File: src/rtl/shift_pkg.sv
// Shared types and constants for the iterative shift controller.
// The early-exit variant is enabled with the ITER_SHIFT_EARLY_EXIT_EN macro.
package shift_pkg;

  typedef enum logic [1:0] {
    IDLE  = 2'd0,
    SHIFT = 2'd1,
    DONE  = 2'd2
  } state_t;

  localparam logic OP_SLL = 1'b0;
  localparam logic OP_SRA = 1'b1;

  localparam int DEFAULT_WIDTH = 32;
  localparam int SHAMT_W       = $clog2(DEFAULT_WIDTH);
  localparam int NSTAGE        = SHAMT_W;

  // Width of a counter that indexes nstage stages (at least one bit).
  function automatic int stage_idx_w(input int nstage);
    return (nstage > 1) ? $clog2(nstage) : 1;
  endfunction

endpackage

File: src/rtl/shift_stage_mux.sv
// One reusable shift stage: shifts by WIDTH/2 >> stage, or passes the value
// through when disabled. Built as a mux of constant shifts, not a barrel shifter.
module shift_stage_mux
  import shift_pkg::*;
#(
  parameter int WIDTH = DEFAULT_WIDTH,
  parameter int STG_W = stage_idx_w($clog2(DEFAULT_WIDTH))
) (
  input  logic [WIDTH-1:0] value,
  input  logic [STG_W-1:0] stage,
  input  logic             op,
  input  logic             enable,
  output logic [WIDTH-1:0] result
);

  localparam int NS = $clog2(WIDTH);

  // A separate signed view keeps >>> arithmetic; mixing it into an unsigned
  // expression would silently turn it into a logical shift.
  logic signed [WIDTH-1:0] value_s;
  assign value_s = value;

  // NOTE: every combinational output gets a default before any branch, so no
  // path leaves it unassigned and no latch is inferred.
  always_comb begin
    result = value;
    if (enable) begin
      for (int i = 0; i < NS; i++) begin
        if (int'(stage) == i) begin
          if (op == OP_SRA) result = value_s >>> (WIDTH / 2 >> i);
          else              result = value << (WIDTH / 2 >> i);
        end
      end
    end
  end

endmodule

File: src/rtl/iter_shift_ctrl.sv
// Multi-cycle SLL/SRA controller driving one shared shift stage through amounts
// WIDTH/2 .. 1. Define ITER_SHIFT_EARLY_EXIT_EN to finish once no amount bits remain.
module iter_shift_ctrl
  import shift_pkg::*;
#(
  parameter  int WIDTH = DEFAULT_WIDTH,
  localparam int SW    = $clog2(WIDTH)
) (
  input  logic             clock,
  input  logic             reset,
  input  logic             ctrl_shift,
  input  logic [WIDTH-1:0] data_operandA,
  input  logic [SW-1:0]    ctrl_shiftamt,
  input  logic             ctrl_op,
  output logic [WIDTH-1:0] data_result,
  output logic             data_resultRDY,
  output logic             busy
);

  localparam int             NS         = SW;
  localparam int             STG_W      = stage_idx_w(NS);
  localparam logic [STG_W-1:0] LAST_STAGE = STG_W'(NS - 1);

  state_t           state, state_nxt;
  logic [WIDTH-1:0] result_nxt, stage_out;
  logic [SW-1:0]    amt, amt_nxt;
  logic             op, op_nxt;
  logic [STG_W-1:0] stage, stage_nxt;
  logic [SW-1:0]    bit_pos;
  logic             bit_set;
  logic             finish_shift;
  logic             start_done;

  // Stage 0 consumes the MSB of the amount, the last stage consumes bit 0.
  assign bit_pos = SW'(1) << (SW - 1 - int'(stage));
  assign bit_set = |(amt & bit_pos);

`ifdef ITER_SHIFT_EARLY_EXIT_EN
  logic lower_zero;
  assign lower_zero   = ((amt & (bit_pos - SW'(1))) == '0);
  assign finish_shift = (stage == LAST_STAGE) || lower_zero;
  assign start_done   = (ctrl_shiftamt == '0);
`else
  assign finish_shift = (stage == LAST_STAGE);
  assign start_done   = 1'b0;
`endif

  shift_stage_mux #(
    .WIDTH (WIDTH),
    .STG_W (STG_W)
  ) u_stage (
    .value  (data_result),
    .stage  (stage),
    .op     (op),
    .enable ((state == SHIFT) && bit_set),
    .result (stage_out)
  );

  always_comb begin
    state_nxt  = state;
    result_nxt = data_result;
    amt_nxt    = amt;
    op_nxt     = op;
    stage_nxt  = stage;
    unique case (state)
      IDLE: begin
        if (ctrl_shift) begin
          result_nxt = data_operandA;
          amt_nxt    = ctrl_shiftamt;
          op_nxt     = ctrl_op;
          stage_nxt  = '0;
          state_nxt  = start_done ? DONE : SHIFT;
        end
      end
      SHIFT: begin
        result_nxt = stage_out;
        if (finish_shift) state_nxt = DONE;
        else              stage_nxt = stage + STG_W'(1);
      end
      DONE:    state_nxt = IDLE;
      default: state_nxt = IDLE;
    endcase
  end

  // NOTE: state registers use non-blocking assignments so every flop samples
  // the pre-edge values regardless of process ordering.
  always_ff @(posedge clock) begin
    if (reset) begin
      state       <= IDLE;
      data_result <= '0;
      amt         <= '0;
      op          <= OP_SLL;
      stage       <= '0;
    end else begin
      state       <= state_nxt;
      data_result <= result_nxt;
      amt         <= amt_nxt;
      op          <= op_nxt;
      stage       <= stage_nxt;
    end
  end

  assign data_resultRDY = (state == DONE);
  assign busy           = (state != IDLE);

endmodule

File: config.mk
export PLATFORM = sky130hd
export DESIGN_NAME = iter_shift_ctrl
export DESIGN_NICKNAME = d
export VERILOG_FILES = /design/src/rtl/shift_pkg.sv /design/src/rtl/shift_stage_mux.sv /design/src/rtl/iter_shift_ctrl.sv
export SDC_FILE = /design/constraint.sdc
export NUM_CORES = 1
export LEC_CHECK = 0
export CAP_MARGIN = 10
export CORE_UTILIZATION = 53
export DETAILED_ROUTE_END_ITERATION = 8
export PLACE_DENSITY = 0.82
export SLEW_MARGIN = 20
export SYNTH_ARGS = -nofsm -noshare
export SYNTH_HDL_FRONTEND = slang
export SYNTH_SLANG_ARGS = --single-unit
export TNS_END_PERCENT = 10
File: constraint.sdc
create_clock -name clock -period 3.2 [get_ports clock]
set_input_delay 0.48 -clock clock [delete_from_list [all_inputs] [get_ports clock]]
set_output_delay 0.48 -clock clock [all_outputs]
set_load 0.05 [all_outputs]
==> impl_metrics.py <==
metrics = {
    "cts": {
        "clk_path_buf_depth": 2,
        "clockRootBuffer": "clkbuf_8",
        "cts_buffers": 5,
        "clock_sinks": 43,
        "insertion_delay_ns": 0.31,
        "htreeDepth": 2,
        "cts_tree": "yes",
        "post_cts_buffers": 0,
        "cts_hold_buffers": 0,
        "path_clk_slew_ns": 0.09,
        "cts.repair.resized": 0,
    },
    "synthesis": {
        "synth_cell_type_count": 44,
        "ys_top_cells_by_count": "nor2_1, nand2_1, dfxtp_1",
        "synth_seq_cells": 43,
        "synth_most_common_cell": "nor2_1",
        "yosysWarnings": 0,
        "yosys.area.top_type": "dfxtp_1",
        "yosysSeqAreaShare": 0.229,
        "synth.top_cell.area_share": 0.229,
        "synth_edf_count": 0,
        "ys_async_sr_fraction": 0,
        "synthFlopType": "dfxtp_1",
        "syn-num-nets": 590,
        "syn_avg_cell_area_um2": 6.92,
        "synth_area_leaders": "dfxtp_1, nor2_1, nand2_1",
        "synth_cells": 542,
        "netlist_area_um2": 3750,
    },
    "setup_path": {
        "worst_setup_path_start_kind": "flip-flop",
        "worstPathMaxFanout": 19,
        "cp_top_family": "compound AO/OA/AOI/OAI gates",
        "cp.depth": 7,
        "crit_chain": "inv_1 > ha_1 > o21ai_0 > o2111ai_1 > a31o_2 > a2111oi_0 > nor3_1",
        "crit_path_end_kind": "flip-flop",
        "required_ns": 3.39,
        "cp_slowest_cell": "dfxtp_1",
        "criticalPathCategory": "reg -> reg",
        "critical_path_buf_inv_count": 1,
        "r2r_cells": 7,
        "crit_arrival_ns": 3.06,
        "rr_startpoint": "stage[2]$_SDFFE_PP0P_",
        "r2r-end": "data_result[25]$_SDFFE_PP0P_",
        "max_stage_delay_ns": 0.60,
        "r2r_slack_ns": 0.33,
    },
    "place": {
        "dp_slack_ns": 0.442,
        "hpwl_mm": 10.4,
        "dp_cells": 674,
        "place_area_um2": 4510,
        "io_buffers": 74,
        "gp_congestion": 0.988,
    },
    "job": {
        "cap_violations": 0,
    },
    "floorplanning": {
        "pin_count": 75,
        "die_w_um": 86.1,
        "core_um2": 6830,
        "initial_utilization": 0.549,
        "row_count": 30,
        "die_h_um": 86.1,
        "die-area_um2": 7420,
    },
    "timing": {
        "setup-tns-final_ns": 0,
        "slew_violations": 0,
        "slew_headroom": 0.485,
        "skew_ns": 0.00659,
        "fmax_mhz": 348,
        "setup_slack_ns": 0.330,
        "worst_slew_pin_slew_ns": 0.773,
        "setup_viol": 0,
        "fin_crit_ns": 2.87,
        "rsz0062_at_grt": "false",
        "finalHoldViolations": 0,
        "finalCritPeriodShare": 0.897,
        "whs_ns": 0.461,
    },
    "cells_and_area": {
        "fin_cells": 682,
        "drive_above_1_share": 0.0666,
        "postLayoutCoreUtil": 0.677,
        "diodes": 0,
        "design_area_um2": 4620,
        "nNetsFinal": 633,
        "syn2layout_area_growth_pct": 23.2,
    },
    "routing": {
        "wl_per_cell_um": 21.7,
        "via_count": 4810,
        "firstDrtPassIters": 6,
        "drtIter0Drc": 594,
        "wirelength_mm": 14.8,
        "antenna_left": 0,
        "viasPerCell": 7.05,
        "drc": 0,
    },
    "hold_path": {
        "worstHoldEndpoint": "amt[1]$_SDFFE_PP0P_",
        "hold_depth": 2,
        "hold_start": "amt[1]$_SDFFE_PP0P_",
        "hp-class": "reg -> reg",
    },
    "power_and_ir_drop": {
        "vdd_ir_drop_max_mv": 0.222,
        "cellPowerDensity_nw_per_um2": 425,
        "p_sw_frac": 0.430,
        "power_frac_comb": 0.411,
        "p_sw_mw": 0.845,
        "p_total_mw": 1.96,
        "leakage_nw": 1.49,
        "clkPwrFrac": 0.228,
        "pwr-share-seq": 0.361,
        "internal_power_mw": 1.12,
    },
    "grt": {
        "grt_pass1_vias": 4406,
        "grt_first_pass_wirelength_mm": 23.2,
        "track_usage": 0.404,
        "grt_max_degree": 61,
        "grt_overflow": 0,
        "antenna_found_initial": 0,
    },
    "outcome": {
        "status": "finished, final reports clean",
    },
}
per-layer routing:
metal / vias up / global-route usage / share of wire
li1: 2139 / - / -
met1: 2182 / 0.515 / 0.38
met2: 418 / 0.631 / 0.45
met3: 71 / 0.0962 / 0.12
met4: 0 / 0.211 / 0.045
met5: - / 0 / 0
state kept, by name, indices dropped and copies added, names as in the netlist:
name / cells
amt: 5
stage: 3
op: 1
state: 2
data_result: 32
worst max-delay path by stage:
stage	to	slack, ns	startpoint
finish	data_result[25]$_SDFFE_PP0P_	0.33	stage[2]$_SDFFE_PP0P_
global route	data_result[20]$_SDFFE_PP0P_	0.13	stage[0]$_SDFFE_PP0P_
CTS	data_result[20]$_SDFFE_PP0P_	0.42	stage[0]$_SDFFE_PP0P_
detailed placement	data_result[5]$_SDFFE_PP0P_	0.44	stage[0]$_SDFFE_PP0P_
global placement	data_result[22]$_SDFFE_PP0P_	0.56	stage[0]$_SDFFE_PP0P_
floorplan	data_result[2]$_SDFFE_PP0P_	0.94	stage[0]$_SDFFE_PP0P_
worst min-delay path, stage by stage (launching register included):
cell and delay (ns):
dfxtp_1 0.32, nand2_1 0.05, a21oi_1 0.05
layout make-up:
cell class              count  area (µm²)
well taps                  96         120
flip-flops and latches     43         862
repair buffers             90         861
clock buffers               5        68.8
clock inverters             3        43.8
inverters                   6        22.5
multi-input cells         439        2650
fillers                   624        2210
cell usage in the layout, fill, tap and decap left out, types with 2 or more instances in the layout:
| master | Yosys | routed |
|---|---|---|
| a2111oi_0 | 10 | 10 |
| a211oi_1 | 27 | 27 |
| a21oi_1 | 33 | 33 |
| a221o_1 | 7 | 7 |
| a221oi_1 | 3 | 3 |
| a221oi_2 | 7 | 7 |
| a22o_1 | 4 | 4 |
| a22oi_1 | 2 | 2 |
| a311oi_1 | 20 | 20 |
| a31oi_1 | 35 | 34 |
| and2_1 | 3 | 3 |
| buf_4 | 1 | 16 |
| clkbuf_8 | 0 | 5 |
| clkdlybuf4s50_1 | 0 | 74 |
| dfxtp_1 | 43 | 42 |
| ha_1 | 7 | 7 |
| inv_1 | 6 | 6 |
| nand2_1 | 63 | 63 |
| nand2b_1 | 33 | 32 |
| nand3_1 | 19 | 19 |
| nand4_1 | 3 | 3 |
| nor2_1 | 75 | 75 |
| nor2b_1 | 8 | 8 |
| nor3_1 | 23 | 23 |
| o2111ai_1 | 2 | 2 |
| o211ai_1 | 13 | 13 |
| o21a_1 | 2 | 2 |
| o21ai_0 | 8 | 8 |
| o221ai_1 | 6 | 6 |
| o22ai_1 | 12 | 12 |
| o32ai_1 | 3 | 3 |
power groups by stage:
stage	Combinational, mW	Clock [mW]	Sequential (mW)
after floorplan	0.391	0	0.821
after global placement	0.782	0	0.713
after detailed placement	0.789	0	0.714
after CTS	0.792	0.445	0.702
after global routing	0.858	0.462	0.712
final	0.807	0.448	0.709
cell families (layout without fill, tap and decap cells):
logic type,count (synthesis),in the layout,share of synthesized area
simple gates,231,231,0.280
compound gates,200,200,0.394
buf+inv,60,104,0.0704
flops,43,43,0.229
fa+ha+maj,7,7,0.0233
mux,1,1,0.00300
(Power assumes the default switching activity.)
